**src/rtl/systolic_skew_feeder.sv**
```systemverilog
`default_nettype none
// ============================================================================
//  Module      : systolic_skew_feeder
//  Description : Upstream feeder for an N x N FP8 (E4M3) systolic PE array.
//                Accepts one K-step per beat (an A column vector and a B row
//                vector) over a valid/ready handshake. It drives the left-edge
//                (A) and top-edge (B) lanes with a diagonal skew: lane i lags
//                lane 0 by i cycles.
//                Each tile is sequenced as a one-cycle accumulator clear, then
//                K data beats, then a zero flush of 2N-1 cycles, then a single
//                done pulse that marks the PE outputs as final.
//  Revision    : 1.0 - initial release
// ----------------------------------------------------------------------------
//  Ports
//    clk          clock
//    rst          synchronous active-high reset (aborts any tile in flight)
//    start_i      begin a tile; sampled only while idle
//    k_len_i      number of K beats in the tile; latched on start
//    in_valid_i   a_vec_i / b_vec_i hold a valid beat
//    in_ready_o   a beat is accepted this cycle if in_valid_i is also high
//    a_vec_i      A elements; element i at [8i+7:8i]
//    b_vec_i      B elements; same packing
//    a_lane_o     skewed A lanes to PE row i; lane i at [8i+7:8i]
//    b_lane_o     skewed B lanes to PE column j; same packing
//    clear_o      broadcast accumulator clear (first STREAM cycle only)
//    busy_o       high whenever a tile is in progress (any non-idle state)
//    done_o       one-cycle pulse: every PE output is final
// ============================================================================
module systolic_skew_feeder #(
    parameter int N   = 4,
    parameter int K_W = 8
) (
    input  logic             clk,
    input  logic             rst,
    input  logic             start_i,
    input  logic [K_W-1:0]   k_len_i,
    input  logic             in_valid_i,
    output logic             in_ready_o,
    input  logic [N*8-1:0]   a_vec_i,
    input  logic [N*8-1:0]   b_vec_i,
    output logic [N*8-1:0]   a_lane_o,
    output logic [N*8-1:0]   b_lane_o,
    output logic             clear_o,
    output logic             busy_o,
    output logic             done_o
);

    // Flush lasts 2N-1 cycles: long enough for the last element on lane N-1
    // to walk its own N-deep skew register and then N-1 PEs across the array.
    localparam int              FL_W       = (2 * N > 2) ? $clog2(2 * N) : 1;
    localparam logic [FL_W-1:0] FLUSH_LAST = FL_W'(2 * N - 2);

    typedef enum logic [1:0] {
        S_IDLE   = 2'd0,
        S_STREAM = 2'd1,
        S_FLUSH  = 2'd2,
        S_DONE   = 2'd3
    } state_t;

    state_t            state_q;
    logic [K_W-1:0]    k_len_q;
    logic [K_W-1:0]    beat_cnt_q;
    logic [FL_W-1:0]   flush_cnt_q;
    logic              clear_q;
    logic              in_ready_q;
    logic              busy_q;
    logic              done_q;

    logic              accept;
    logic              last_beat;
    logic [N*8-1:0]    a_stage0_d;
    logic [N*8-1:0]    b_stage0_d;

    // in_ready is a register, so the accept decision never depends
    // combinationally on anything but in_valid_i.
    assign accept    = in_valid_i & in_ready_q;

    // The beat counter only ever reaches k_len_q; it cannot wrap.
    assign last_beat = accept && ((beat_cnt_q + K_W'(1)) == k_len_q);

    // Bubble injection: a zero byte decodes to a zero product in the PE, so
    // cycles without an accepted beat leave the accumulators untouched.
    assign a_stage0_d = accept ? a_vec_i : '0;
    assign b_stage0_d = accept ? b_vec_i : '0;

    // ------------------------------------------------------------------------
    // Tile sequencer with registered control outputs.
    // ------------------------------------------------------------------------
    always_ff @(posedge clk) begin
        if (rst) begin
            state_q     <= S_IDLE;
            k_len_q     <= '0;
            beat_cnt_q  <= '0;
            flush_cnt_q <= '0;
            clear_q     <= 1'b0;
            in_ready_q  <= 1'b0;
            busy_q      <= 1'b0;
            done_q      <= 1'b0;
        end else begin
            // clear and done are single-cycle pulses by construction
            clear_q <= 1'b0;
            done_q  <= 1'b0;

            case (state_q)
                S_IDLE: begin
                    // A zero-length tile would clear the array and report done
                    // with nothing computed, so it is not started at all.
                    if (start_i && (k_len_i != '0)) begin
                        state_q    <= S_STREAM;
                        k_len_q    <= k_len_i;
                        beat_cnt_q <= '0;
                        clear_q    <= 1'b1;
                        in_ready_q <= 1'b1;
                        busy_q     <= 1'b1;
                    end
                end

                S_STREAM: begin
                    if (accept) begin
                        beat_cnt_q <= beat_cnt_q + K_W'(1);
                    end
                    if (last_beat) begin
                        state_q     <= S_FLUSH;
                        in_ready_q  <= 1'b0;
                        flush_cnt_q <= '0;
                    end
                end

                S_FLUSH: begin
                    if (flush_cnt_q == FLUSH_LAST) begin
                        state_q <= S_DONE;
                        done_q  <= 1'b1;
                    end else begin
                        flush_cnt_q <= flush_cnt_q + FL_W'(1);
                    end
                end

                S_DONE: begin
                    state_q     <= S_IDLE;
                    busy_q      <= 1'b0;
                    beat_cnt_q  <= '0;
                    flush_cnt_q <= '0;
                end

                default: begin
                    state_q     <= S_IDLE;
                    in_ready_q  <= 1'b0;
                    busy_q      <= 1'b0;
                    beat_cnt_q  <= '0;
                    flush_cnt_q <= '0;
                end
            endcase
        end
    end

    assign clear_o    = clear_q;
    assign in_ready_o = in_ready_q;
    assign busy_o     = busy_q;
    assign done_o     = done_q;

    // ------------------------------------------------------------------------
    // Skew datapath: lane i is an (i+1)-deep byte shift register. Stage 0
    // captures the accepted element (or a zero bubble); the last stage drives
    // the lane output. The registers shift every cycle regardless of state,
    // which is what drains them during FLUSH.
    // ------------------------------------------------------------------------
    for (genvar gi = 0; gi < N; gi++) begin : g_lane
        logic [7:0] a_sr_q [0:gi];
        logic [7:0] b_sr_q [0:gi];

        always_ff @(posedge clk) begin
            if (rst) begin
                for (int k = 0; k <= gi; k++) begin
                    a_sr_q[k] <= 8'h00;
                    b_sr_q[k] <= 8'h00;
                end
            end else begin
                a_sr_q[0] <= a_stage0_d[8*gi +: 8];
                b_sr_q[0] <= b_stage0_d[8*gi +: 8];
                for (int k = 1; k <= gi; k++) begin
                    a_sr_q[k] <= a_sr_q[k-1];
                    b_sr_q[k] <= b_sr_q[k-1];
                end
            end
        end

        assign a_lane_o[8*gi +: 8] = a_sr_q[gi];
        assign b_lane_o[8*gi +: 8] = b_sr_q[gi];
    end

endmodule
`default_nettype wire

```
**config.mk**
```make
export PLATFORM = sky130hd
export DESIGN_NAME = systolic_skew_feeder
export DESIGN_NICKNAME = d
export VERILOG_FILES = /design/src/rtl/systolic_skew_feeder.sv
export SDC_FILE = /design/constraint.sdc
export NUM_CORES = 1
export LEC_CHECK = 0
export ABC_CLOCK_PERIOD_IN_PS = 2400
export BUFFER_PORTS_ARGS = -buffer_cell sky130_fd_sc_hd__buf_2
export CORE_MARGIN = 5
export CORE_UTILIZATION = 28
export DETAILED_ROUTE_END_ITERATION = 16
export SLEW_MARGIN = 15
export SYNTH_ARGS = -nofsm -noshare
export SYNTH_HDL_FRONTEND = slang
export SYNTH_SLANG_ARGS = --single-unit
```
**constraint.sdc**
```tcl
create_clock -name clk -period 2.4 [get_ports clk]
set_clock_uncertainty 0.1 [all_clocks]
set_input_delay 0.12 -clock clk [delete_from_list [all_inputs] [get_ports clk]]
set_output_delay 0.12 -clock clk [all_outputs]
set_load 0.02 [all_outputs]
```
======== Word level (Yosys, flattened, before mapping) ========
Memories as Yosys holds them, arrays and structs flattened.
Index checks and enable logic that the tools add are counted.
word-level totals
  bits in registers ....................... 25
  latch bits .............................. 0
  RAM bits ................................ 160
  bits in read-only memories .............. 0
  bits of input ports ..................... 76
  output and inout port bits .............. 68
  word-level logic and storage cells ...... 110
  memories kept ........................... 8
cells by class
  $add $sub $neg .......................... 2
  multipliers ............................. 0
  div/mod/pow operators ................... 0
  order comparisons ....................... 0
  equality and inequality tests ........... 10
  shifts and indexed selects .............. 0
  muxes and demuxes ....................... 43
  bitwise operators ....................... 21
  reduce and logical (&&, ||, !) cells .... 18
memories
  memory            words  width  rd ports  clocked after Yosys merged registers in  wr ports  RTL line  text
  g_lane[3].a_sr_q  4      8      4         0                                        4         168       logic [7:0] a_sr_q [0:gi];
  g_lane[3].b_sr_q  4      8      4         0                                        4         169       logic [7:0] b_sr_q [0:gi];
  g_lane[2].a_sr_q  3      8      3         0                                        3         168
  g_lane[2].b_sr_q  3      8      3         0                                        3         169
  g_lane[1].a_sr_q  2      8      2         0                                        2         168
  g_lane[1].b_sr_q  2      8      2         0                                        2         169
  2 more memories   -      -      -         -                                        -         -
operator list
  operator                                              number
  two-way mux 8 bit                                     22
  two-way mux 32 bit                                    2
  one-hot mux 8 bit (3 select lines)                    1
  bitwise OR 1 bit                                      18
  OR reduction 8 bit                                    2
  AND reduction 3 bit                                   4
  != test 2 bit (second input constant)                 5
  two-way mux 1 bit                                     9
  one-hot mux 3 bit (3 select lines)                    1
  adder 8 x 1 -> 8 bit (second input constant)          1
  equality test 8 bit                                   1
  one-hot mux 2 bit (4 select lines)                    1
  nonzero test 8 bit                                    1
  two-way mux 2 bit                                     3
  two-way mux 3 bit                                     2
  nonzero test 3 bit                                    2
  equality test 2 bit (second input constant)           2
  one-hot mux 1 bit (2 select lines)                    2
  AND reduction 2 bit                                   2
  nonzero test 2 bit                                    2
  OR reduction 2 bit                                    2
  adder 3 x 1 -> 3 bit (second input constant)          1
  equality test 3 bit (second input constant)           1
  equality test 2 x 1 -> 1 bit (second input constant)  1
  other kinds (4)                                       6

======== Depth between registers and ports, before layout ========
Gate-level depths: netlist of run 1.
  depth after elaboration ................. 5
  gate-level depth with buffers ........... 7
  depth with buffers taken out ............ 7

======== Worst setup path after synthesis of run 1 ========
No wires, ideal clock.
  path kind ............................... flip-flop to flip-flop
  start ................................... reg beat_cnt_q[0]
  end ..................................... reg flush_cnt_q[1]
  arrival time ............................ 1993 ps
  data required time ...................... 2185 ps
  path slack .............................. 191 ps
  cell stages (with the launch flop) ...... 8
  period minus slack after synthesis ...... 2209 ps
  path through ............................ dfxtp_1 -> ha_1 -> o21ba_2 -> a221o_1 -> a32o_2 -> o41ai_4 -> nand2_1 -> a31o_1
on the way
  longest elaborated chain between the ends .. 5
ends and longest elaborated chain
  what                           RTL line  text
  start: declaration             62        logic [K_W-1:0] beat_cnt_q;
  start signal: assignment       120       beat_cnt_q <= beat_cnt_q + K_W'(1);
  adder 8 x 1 -> 8 bit           79        assign last_beat = accept && ((beat_cnt_q + K_W'(1)) == k_len_q);
  equality test 8 bit            79
  logical AND 1 bit              79
  != test 2 bit (no line)        -
  AND reduction 3 bit (no line)  -
  end signal: assignment         134       flush_cnt_q <= flush_cnt_q + FL_W'(1);
  end: declaration               63        logic [FL_W-1:0] flush_cnt_q;
No other way between the ends.
A chain may end at the register's enable or synchronous reset.

======== Worst setup path after layout of run 1 ========
  start ................................... reg beat_cnt_q[6]
  end ..................................... reg flush_cnt_q[1]
Same word-level chain as after synthesis.

==> reports/summary.txt, run 1 <==
Register area share after synthesis: 61.25%
Sink Count: 185
Slowest stage delay, CP: 0.55 ns
Largest net degree at the start of global routing: 65
RSZ-0062 raised after global routing: yes
Seq pwr share: 46.5%
Max Root-Sink Buffers: 2
Via count: 4269
Slew Limit Fails: 0
Detailed router's first-iteration violation count: 192
Final Hold Vio Count: 0
Largest family of logic cells by synthesized area: simple AND/OR/NAND/NOR gates
Max cap viols: 0
Synthesis-to-layout area growth: 35.77%
Worst setup EP type: flip-flop
# rows: 53
Post-synthesis compound-gate area fraction: 4.759%
Worst reg-to-reg setup slack: 0.06 ns
Clock Power Share: 39.1%
Port Buf Inserts: 143
Combinational Power Share: 14.4%
Die Width: 157.0 µm
Synth warnings: 0
Initial antenna violation count: 1
Share of layout cells above drive strength 1: 27.49%
EDFF count, synth: 0
Mapped Area: 6047 µm²
Die Area: 24630 µm²
Share of the synthesized area in the top cell type: 61.25%
Nets@finish: 823
Minimum clock period: 2.338 ns
Pwr Density: 860.9 nW/µm²
Adder-Cell Fraction of Synth Area: 1.448%
Pre-Repair DR Iteration Count: 4
Crit-path max FO: 5
Required @ worst endpoint: 2.66 ns
Critical path, cell by cell: nand4_1 > or4_4 > a32o_2 > o41ai_4 > nor4b_2 > a31o_1
CTS tree: built
Initial core utilization: 28.59%
Num CTS Buffers: 17
Slew headroom: 61.06%
Switching Fraction: 27.91%
Core area: 21150 µm²
Asr flop ratio synth: 0%
DRC violation count after routing: 0
Worst Path Arrival: 2.59 ns
CTS root buffer: clkbuf_16
Seq cells post-synth: 185
Post-synthesis xor/xnor area fraction: 1.448%
Run status: finished, final reports clean
Antenna Nets Post-Route: 0
CP max-delay cell: or4_4
CTS clk-pin slew, worst paths: 0.08 ns
Largest cells by area after synthesis: dfxtp_1 (61%), nor2b_1 (10%), and3_1 (6.7%)
First-pass GRT wire length: 21.16 mm
Setup_tns: 0 ns
Vias per cell: 4.145
Finished Layout Cells: 1030
Syn nets: 643
CP Launch Type: flip-flop
HP Class: in -> reg
Placed instance count: 913
IO Pins: 144
Vias in the first global route: 4314
H-tree levels: 4
Ys flop type: dfxtp_1
Largest area contributor in the netlist: dfxtp_1
Mapped Cells: 560
Simple-Gate Fraction of Synth Area: 22.99%
Critical path type: reg -> reg
P_leak: 3.757 nW
Period utilization: 97.41%
GRT Residual Overflow: 0
Routed wire length per instance: 12.89 µm
Total wire length: 13.27 mm
Number of library cell types mapped by synthesis: 47
Worst VDD drop: 408.4 µV
Post-detail-place hpwl: 8.238 mm
Die Ht: 157.0 µm
Mux cell area share after synthesis: 0.1655%
Net load switching power: 0.001973 W
Final setup vio count: 0
Mean Syn Cell Area: 10.80 µm²
Placer Congestion: 0.7750
F_max: 427.7 MHz
Clk_lat worst skew: 0.42 ns
Internal: 0.005096 W
Total track usage: 10.79%
Worst Max-Slew Pin Slew: 0.5841 ns
## critical path, delay by kind of cell, from the launching register on
family	cells	cell delay (ns)
compound gates	3	0.83
flops	1	0.36
simple gates	3	0.98
## cell families after synthesis
| family | count (synthesis) |
|---|---|
| and+or+nand+nor | 233 |
| DFF | 185 |
| buffers and inverters | 81 |
| AOI/OAI and AO/OA | 43 |
| xor gates and xnor gates | 10 |
| adders and majority gates | 7 |
| muxes | 1 |
## cells in the final DEF, fill, tap and decap left out, types with 3 or more instances in the layout
cell / count
nor2_1: 10
dfxtp_2: 3
nand4_1: 3
and2_1: 3
inv_8: 4
nand2_1: 21
xor2_1: 4
a21oi_1: 21
buf_2: 142
xnor2_1: 5
ha_1: 6
clkbuf_16: 17
nand3_1: 12
and3_1: 65
o21ai_0: 7
dfxtp_1: 180
clkinv_8: 4
inv_1: 6
buf_4: 11
dlygate4sd3_1: 81
nor2b_1: 99
## worst paths after layout
path | start | to | depth (start not counted)
min | in_valid_i | beat_cnt_q[1] | 5
max reg2reg | beat_cnt_q[6] | flush_cnt_q[1] | 6
max | beat_cnt_q[6] | flush_cnt_q[1] | 6
min reg2reg | g_lane[3].b_sr_q[2][5] | g_lane[3].b_sr_q[3][5] | 1
## Yosys cell counts (2+ instances only)
master    count
nor2b_1      99
o21a_1        2
o21ai_0       7
nor3_1        2
nor2_1       10
nand4_1       3
dfxtp_1     185
nand3_1      12
nor4_1        2
xnor2_1       6
and2_1        4
ha_1          7
nand2_1      21
and3_1       65
a21oi_1      21
xor2_1        4
buf_6         3
buf_4        41
inv_1         7
or3_1         2
or4_1         3
clkbuf_1     29
## power by group through the flow
stage,Combinational (W),Clock (W),Sequential [W]
6_report,0.00102,0.00276,0.00329
5_1_grt,0.00114,0.00299,0.00330
4_1_cts,0.00101,0.00286,0.00328
3_5_place_dp,0.000875,0,0.00335
3_3_place_gp,0.000868,0,0.00335
2_1_floorplan,0.000589,0,0.00337
## stage by stage
step | util, % | area, µm² | hold WS (ns) | total power (W) | setup WS, ns
floorplan | - | 6047 | 0.1675 | 0.003955 | 0.1911
global placement | 31.84 | 6736 | 0.2502 | 0.004216 | 0.07743
detailed placement | 31.84 | 6736 | 0.2540 | 0.004227 | 0.01913
CTS | 38.50 | 8145 | 0.1490 | 0.007154 | 0.04904
global route | 38.79 | 8205 | 0.1986 | 0.007434 | -0.05014
finish | 38.81 | 8210 | 0.1787 | 0.007069 | 0.06213
## area by class of cell
cell class,instances,area [µm²]
inverter,7,26.28
fill,2079,12940
timing repair buffer,235,1624
clock inverter,14,156.4
sequential,185,3715
tap,275,344.1
antenna,2,5.005
clock buffer,18,439.2
multi-input combinational,294,1901
## registers in the layout (all words and copies together), names as in the netlist
register       flops
k_len_q            8
g_lane.a_sr_q     80
state_q            2
busy_o             1
in_ready_o         1
clear_o            1
beat_cnt_q         8
done_o             1
g_lane.b_sr_q     80
flush_cnt_q        3
## timing repair
| item | CTS | global route |
|---|---|---|
| hold buffers | 81 | 0 |
| setup endpoints to repair | 1 | 5 |
| hold endpoints to repair | 74 | 0 |
| gates resized for setup | 1 | 12 |
| setup buffers | 0 | 2 |
| pin swaps | 0 | 7 |
## per-layer routing
| metal | GRT usage [%] | part of all wire [%] |
|---|---|---|
| met1 | 12.97 | 43 |
| met2 | 17.38 | 48 |
| met3 | 3.079 | 5.7 |
| met4 | 5.992 | 3.5 |
| met5 | 0 | 0 |
No activity file was read; power rests on OpenSTA's default activity.
==> run 2, diff against run 1 <==
--- a/config.mk
+++ b/config.mk
@@ -5,9 +5,10 @@
 export SDC_FILE = /design/constraint.sdc
 export NUM_CORES = 1
 export LEC_CHECK = 0
+export ABC_AREA = 1
 export ABC_CLOCK_PERIOD_IN_PS = 2400
 export BUFFER_PORTS_ARGS = -buffer_cell sky130_fd_sc_hd__buf_2
-export CORE_MARGIN = 5
+export CORE_MARGIN = 1
 export CORE_UTILIZATION = 28
 export DETAILED_ROUTE_END_ITERATION = 16
 export SLEW_MARGIN = 15
==> run 2 against run 1 <==
Against the previous run:
- area after synthesis up 3.5%
- final cell count up 18%
- power up 8.7%
- sequential share of layout area down 0.68 points
- via count up 6.4%
==> reports/summary.txt, run 2 <==
Commonest cells after routing, fill and taps aside: inv_1 (189), dfxtp_1 (185), nor2_1 (182), buf_2 (142), dlygate4sd3_1 (73)
EDFF count, synth: 0
Routed wire length per instance: 10.30 µm
Crit-path max FO: 15
Setup_tns: 0 ns
H-tree levels: 4
Worst VDD drop: 419.5 µV
P_leak: 3.961 nW
Slew headroom: 49.92%
Worst Path Arrival: 2.15 ns
# rows: 54
Detailed router's first-iteration violation count: 148
Endpoint, Worst Hold: beat_cnt_q[1]
Asr flop ratio synth: 0%
IO Pins: 144
Mux cell area share after synthesis: 0%
GRT Residual Overflow: 0
Finished Layout Cells: 1216
Port Buf Inserts: 143
Seq cells post-synth: 185
Largest cells by area after synthesis: dfxtp_1 (59%), inv_1 (11%), nor2_1 (11%)
Resized cells post-CTS: 0
Share of the synthesized area in the top cell type: 59.19%
Vias per cell: 3.735
Core area: 21890 µm²
Synthesis-to-layout area growth: 32.81%
Ys flop type: dfxtp_1
Initial core utilization: 28.58%
Total wire length: 12.53 mm
Final Hold Vio Count: 0
Hold Crit Depth: 5
HP Class: in -> reg
Via count: 4542
Mapped Cells: 748
Tot Pwr: 0.007684 W
Synth warnings: 0
Placer Congestion: 0.7949
Worst Max-Slew Pin Slew: 0.7512 ns
Setup Buffers After CTS: 0
Max cap viols: 0
Placed instance count: 1112
Minimum clock period: 1.969 ns
Adder-Cell Fraction of Synth Area: 1.400%
Slew Limit Fails: 0
First-pass GRT wire length: 19.99 mm
Sink Count: 185
Post-synthesis xor/xnor area fraction: 0.2799%
CP Launch Type: flip-flop
Max Root-Sink Buffers: 2
Largest net degree at the start of global routing: 69
Post-detail-place hpwl: 7.738 mm
Initial antenna violation count: 0
Worst reg-to-reg setup slack: 0.43 ns
Antenna Nets Post-Route: 0
Worst r2r dst: beat_cnt_q[7]
Die Area: 22950 µm²
Total track usage: 11.29%
Period utilization: 82.05%
CTS tree: built
Final setup vio count: 0
CTS root buffer: clkbuf_16
Nets@finish: 1007
CTS clk-pin slew, worst paths: 0.07 ns
Mean Syn Cell Area: 8.365 µm²
Die Width: 151.5 µm
DRC violation count after routing: 0
Worst Reg-to-Reg Cells: 6
Number of library cell types mapped by synthesis: 28
Register area share after synthesis: 59.19%
Vias in the first global route: 4335
Required @ worst endpoint: 2.58 ns
Die Ht: 151.5 µm
Num CTS Buffers: 17
Top flop regs: g_lane.a_sr_q: 80 flops, g_lane.b_sr_q: 80 flops
Post-route cell area: 8310 µm²
Post-synthesis compound-gate area fraction: 3.739%
Hold path start: in_valid_i
Most common cell after layout, fill and taps aside: inv_1
Largest area contributor in the netlist: dfxtp_1
Simple-Gate Fraction of Synth Area: 17.54%
Worst setup EP type: flip-flop
Share of layout cells above drive strength 1: 21.15%
Pre-Repair DR Iteration Count: 4
Mapped Area: 6257 µm²
RSZ-0062 raised after global routing: no
Hold_buf cts: 73
Pwr Density: 924.6 nW/µm²
Most common cell in the netlist: inv_1
Largest family of logic cells by synthesized area: buffers and inverters
Reg2Reg Launch Point: state_q[1]
Area of placed instances: 6947 µm²
N_diodes: 0
Top cells by count, synth: inv_1 (189), dfxtp_1 (185), nor2_1 (182), nand2_1 (41), buf_4 (40)
Syn nets: 831
Run status: finished, final reports clean
F_max: 507.8 MHz
Critical path type: reg -> reg
Clk_lat worst skew: 0.42 ns
-- run 2: cell count changes in the layout (fill, tap and decap cells not counted), moves of 5 or more --
cell	delta
nor2b_1	-99
nand2_2	+6
a21oi_1	-6
nor2_1	+172
inv_1	+183
dfxtp_1	+5
nand3_2	+5
dlygate4sd3_1	-8
a211oi_1	+6
nand2_1	+19
buf_4	-7
and3_1	-65
-- run 2: cell families after synthesis --
kind of cell	count (synthesis)
compound gates	41
xor+xnor	2
fa+ha+maj	7
buf+inv	252
flops	185
simple gates	261
-- run 2: final cells by class --
type,instances,area (µm²)
clock inverters,12,180.2
clock buffers,19,452.9
flip-flops and latches,185,3704
well taps,280,350.3
inverters,190,713.2
repair buffers,219,1471
multi-input cells,311,1439
fillers,2266,13580
-- run 2: through the flow --
stage	setup WS, ns	utilization [%]	hold slack (ns)
2_1_floorplan	0.7622	-	0.1322
3_3_place_gp	0.5287	31.73	0.2311
3_5_place_dp	0.4457	31.73	0.2377
4_1_cts	0.4461	37.96	0.06625
5_1_grt	0.2869	37.96	0.1188
6_report	0.4307	37.96	0.07254
-- run 2: power by group --
part / internal (W) / switching (W)
registers: 0.00330 / 0.000142
clock network: 0.00173 / 0.00126
logic: 0.000485 / 0.000758
total: 0.00552 / 0.00216
-- run 2: metal layers --
| layer | vias up | global-route usage [%] | share of wire (%) |
|---|---|---|---|
| met4 | 0 | 4.455 | 1.5 |
| met1 | 1971 | 13.47 | 45 |
| met2 | 107 | 18.42 | 49 |
| met3 | 16 | 4.042 | 5.1 |
| met5 | - | 0 | 0 |
| li1 | 2448 | - | - |
-- run 2: worst max-delay path by stage --
| stage | startpoint | to | cells past startpoint |
|---|---|---|---|
| final | state_q[1] | beat_cnt_q[7] | 6 |
| after global routing | beat_cnt_q[0] | state_q[1] | 13 |
| after CTS | state_q[1] | beat_cnt_q[4] | 6 |
| after detailed placement | state_q[1] | beat_cnt_q[5] | 6 |
| after global placement | state_q[1] | beat_cnt_q[4] | 6 |
| after floorplan | beat_cnt_q[0] | state_q[1] | 13 |
-- run 2: critical path, cell delays in order (launching register included) --
cell and delay, ns:
dfxtp_1 0.36, inv_1 0.08, ha_1 0.37, a21oi_1 0.25, nand2_1 0.33, a31oi_1 0.27
a211oi_1 0.06
==> run 3, diff against run 2 <==
--- a/config.mk
+++ b/config.mk
@@ -6,7 +6,7 @@
 export NUM_CORES = 1
 export LEC_CHECK = 0
 export ABC_AREA = 1
-export ABC_CLOCK_PERIOD_IN_PS = 2400
+export ABC_CLOCK_PERIOD_IN_PS = 1610
 export BUFFER_PORTS_ARGS = -buffer_cell sky130_fd_sc_hd__buf_2
 export CORE_MARGIN = 1
 export CORE_UTILIZATION = 28
==> constraint.sdc (replaced) <==
create_clock -name clk -period 1.61 [get_ports clk]
set_clock_uncertainty 0.1 [all_clocks]
set_input_delay 0.0805 -clock clk [delete_from_list [all_inputs] [get_ports clk]]
set_output_delay 0.0805 -clock clk [all_outputs]
set_load 0.02 [all_outputs]
==> run 3 against run 2 <==
Against the previous run:
- the run now ends with setup timing left
- highest routed layer unchanged
- final cell count rose by 2.1%
- power up 48%
- sequential power rose by 49%
- clock power is 34% higher
- count of clock-buffer cells in the layout decreased by 2
- non-clock buffer count rose by 24
- first-iteration DRC count decreased by 4.7%
- fmax rose by 16%
- routed wire length grew 0.77%
- die area unchanged
- worst hold slack got worse by 0.020 ns
- largest power group unchanged
- combinational power rose by 81%
- critical path type unchanged
==> reports/summary.txt, run 3 (same netlist as run 2, synthesis figures left out) <==
Final setup vio count: 7
Total track usage: 11.58%
Post-detail-place hpwl: 7.973 mm
Top flop regs: g_lane.a_sr_q: 80 flops, g_lane.b_sr_q: 80 flops
First-pass GRT wire length: 20.51 mm
Pre-CTS WS: -0.1395 ns
Setup Buffers After CTS: 0
Final core utilization: 38.81%
Required @ worst endpoint: 1.87 ns
Minimum clock period: 1.705 ns
Finished Layout Cells: 1241
CTS root buffer: clkbuf_16
Share of layout cells above drive strength 1: 24.14%
CP dominant cell by count: nand2_1
Footprint of the multi-input gates: 1459 µm²
Die Area: 22950 µm²
Tot Pwr: 0.01140 W
Post-route setup slack: -0.09483 ns
P_leak: 4.057 nW
Fill count: 2245
Slowest stage delay, CP: 0.37 ns
Nets@finish: 1031
Port Buf Inserts: 143
Vias in the first global route: 4440
Placed instance count: 1136
CP Launch Type: flip-flop
GRT Residual Overflow: 0
Pwr Density: 1342 nW/µm²
Worst setup EP type: flip-flop
Sink Count: 185
Worst Path Arrival: 1.97 ns
Num CTS Buffers: 17
Failing checks: setup timing
Largest net degree at the start of global routing: 88
Clk_lat worst skew: 0.42 ns
Initial core utilization: 28.58%
F_max: 586.6 MHz
Detailed router's first-iteration violation count: 141
Placer Congestion: 0.7879
CP max-delay cell: dfxtp_4
Period utilization: 105.9%
Most common cell after layout, fill and taps aside: inv_1
Max Root-Sink Buffers: 2
Core area: 21890 µm²
# rows: 54
Slew Limit Fails: 0
Critical path type: reg -> reg
Worst VDD drop: 598.3 µV
Max cap viols: 0
Synthesis-to-layout area growth: 35.79%
H-tree levels: 4
Pre-Repair DR Iteration Count: 4
Vias per cell: 3.779
Worst Max-Slew Pin Slew: 0.3905 ns
Die Ht: 151.5 µm
Final Hold Vio Count: 0
IO Pins: 144
Via count: 4690
Antenna Nets Post-Route: 0
Commonest cells after routing, fill and taps aside: inv_1 (187), dfxtp_1 (182), nor2_1 (180), buf_2 (142), dlygate4sd3_1 (73)
Die Width: 151.5 µm
CTS clk-pin slew, worst paths: 0.08 ns
Run status: finished with violations
CTS tree: built
N_diodes: 0
Critical path, cell by cell: ha_4 > nand2_2 > inv_1 > nand2_1 > nand2_1 > nand2_1 > nor2_1 > nor2_1 > nand3_2 > nand2_4 > nand2_4 > nand2_2 > nand2_1 > nor2_1
Initial antenna violation count: 0
DRC violation count after routing: 0
HP Class: in -> reg
Slew headroom: 73.97%
Hold_ws: 0.05269 ns
Routed wire length per instance: 10.17 µm
Register area: 3712 µm²
Crit-path max FO: 7
RSZ-0062 raised after global routing: yes
Total wire length: 12.62 mm
-- run 3: final timing paths --
kind	from	to	slack (ns)	cells after the start
setup / recovery	beat_cnt_q[0]	flush_cnt_q[2]	-0.09	14
hold / removal	start_i	k_len_q[1]	0.05	5
setup reg to reg	beat_cnt_q[0]	flush_cnt_q[2]	-0.09	14
hold reg to reg	g_lane[3].b_sr_q[1][3]	g_lane[3].b_sr_q[2][3]	0.30	2
-- run 3: per-layer routing --
layer  up-vias  share of wire (%)  wire length [µm]  GRT usage, %
li1       2507                  -                 -             -
met1      2063                 44              5578         13.25
met2       106                 49              6178         19.66
met3        14                5.3               673         3.802
met4         0                1.5               191         5.050
met5         -                  0                 0             0
-- run 3: area by class of cell --
| class | instances | area share, % |
|---|---|---|
| well taps | 280 | 4.123 |
| clock inverters | 15 | 1.841 |
| multi-input cells | 311 | 17.17 |
| clock buffers | 17 | 5.007 |
| repair buffers | 243 | 19.78 |
| inverters | 190 | 8.393 |
| flip-flops and latches | 185 | 43.69 |
-- run 3: timing repair --
| item | 4_1_cts | 5_1_grt |
|---|---|---|
| endpoints found under the setup margin | 6 | 20 |
| hold buffers | 73 | 0 |
| pin swaps | 8 | 4 |
| hold endpoints to repair | 72 | 0 |
| resized for setup | 4 | 5 |
-- run 3: power breakdown --
| part | switching [W] | internal (W) |
|---|---|---|
| logic | 0.00124 | 0.00100 |
| registers | 0.000200 | 0.00493 |
| clock network | 0.00196 | 0.00207 |
-- run 3: through the flow --
step	TNS [ns]	area (µm²)
3_3_place_gp	-0.5895	7167
6_report	-0.4562	8497
4_1_cts	-0.5635	8486
2_1_floorplan	0	6272
5_1_grt	-1.858	8497
3_5_place_dp	-0.6856	7167
-- run 3: worst max-delay path, delay by kind of cell (launching register included) --
kind / cells / cell delay [ns]
fa+ha+maj: 1 / 0.16
buf+inv: 1 / 0.08
flops: 1 / 0.37
simple gates: 12 / 0.93
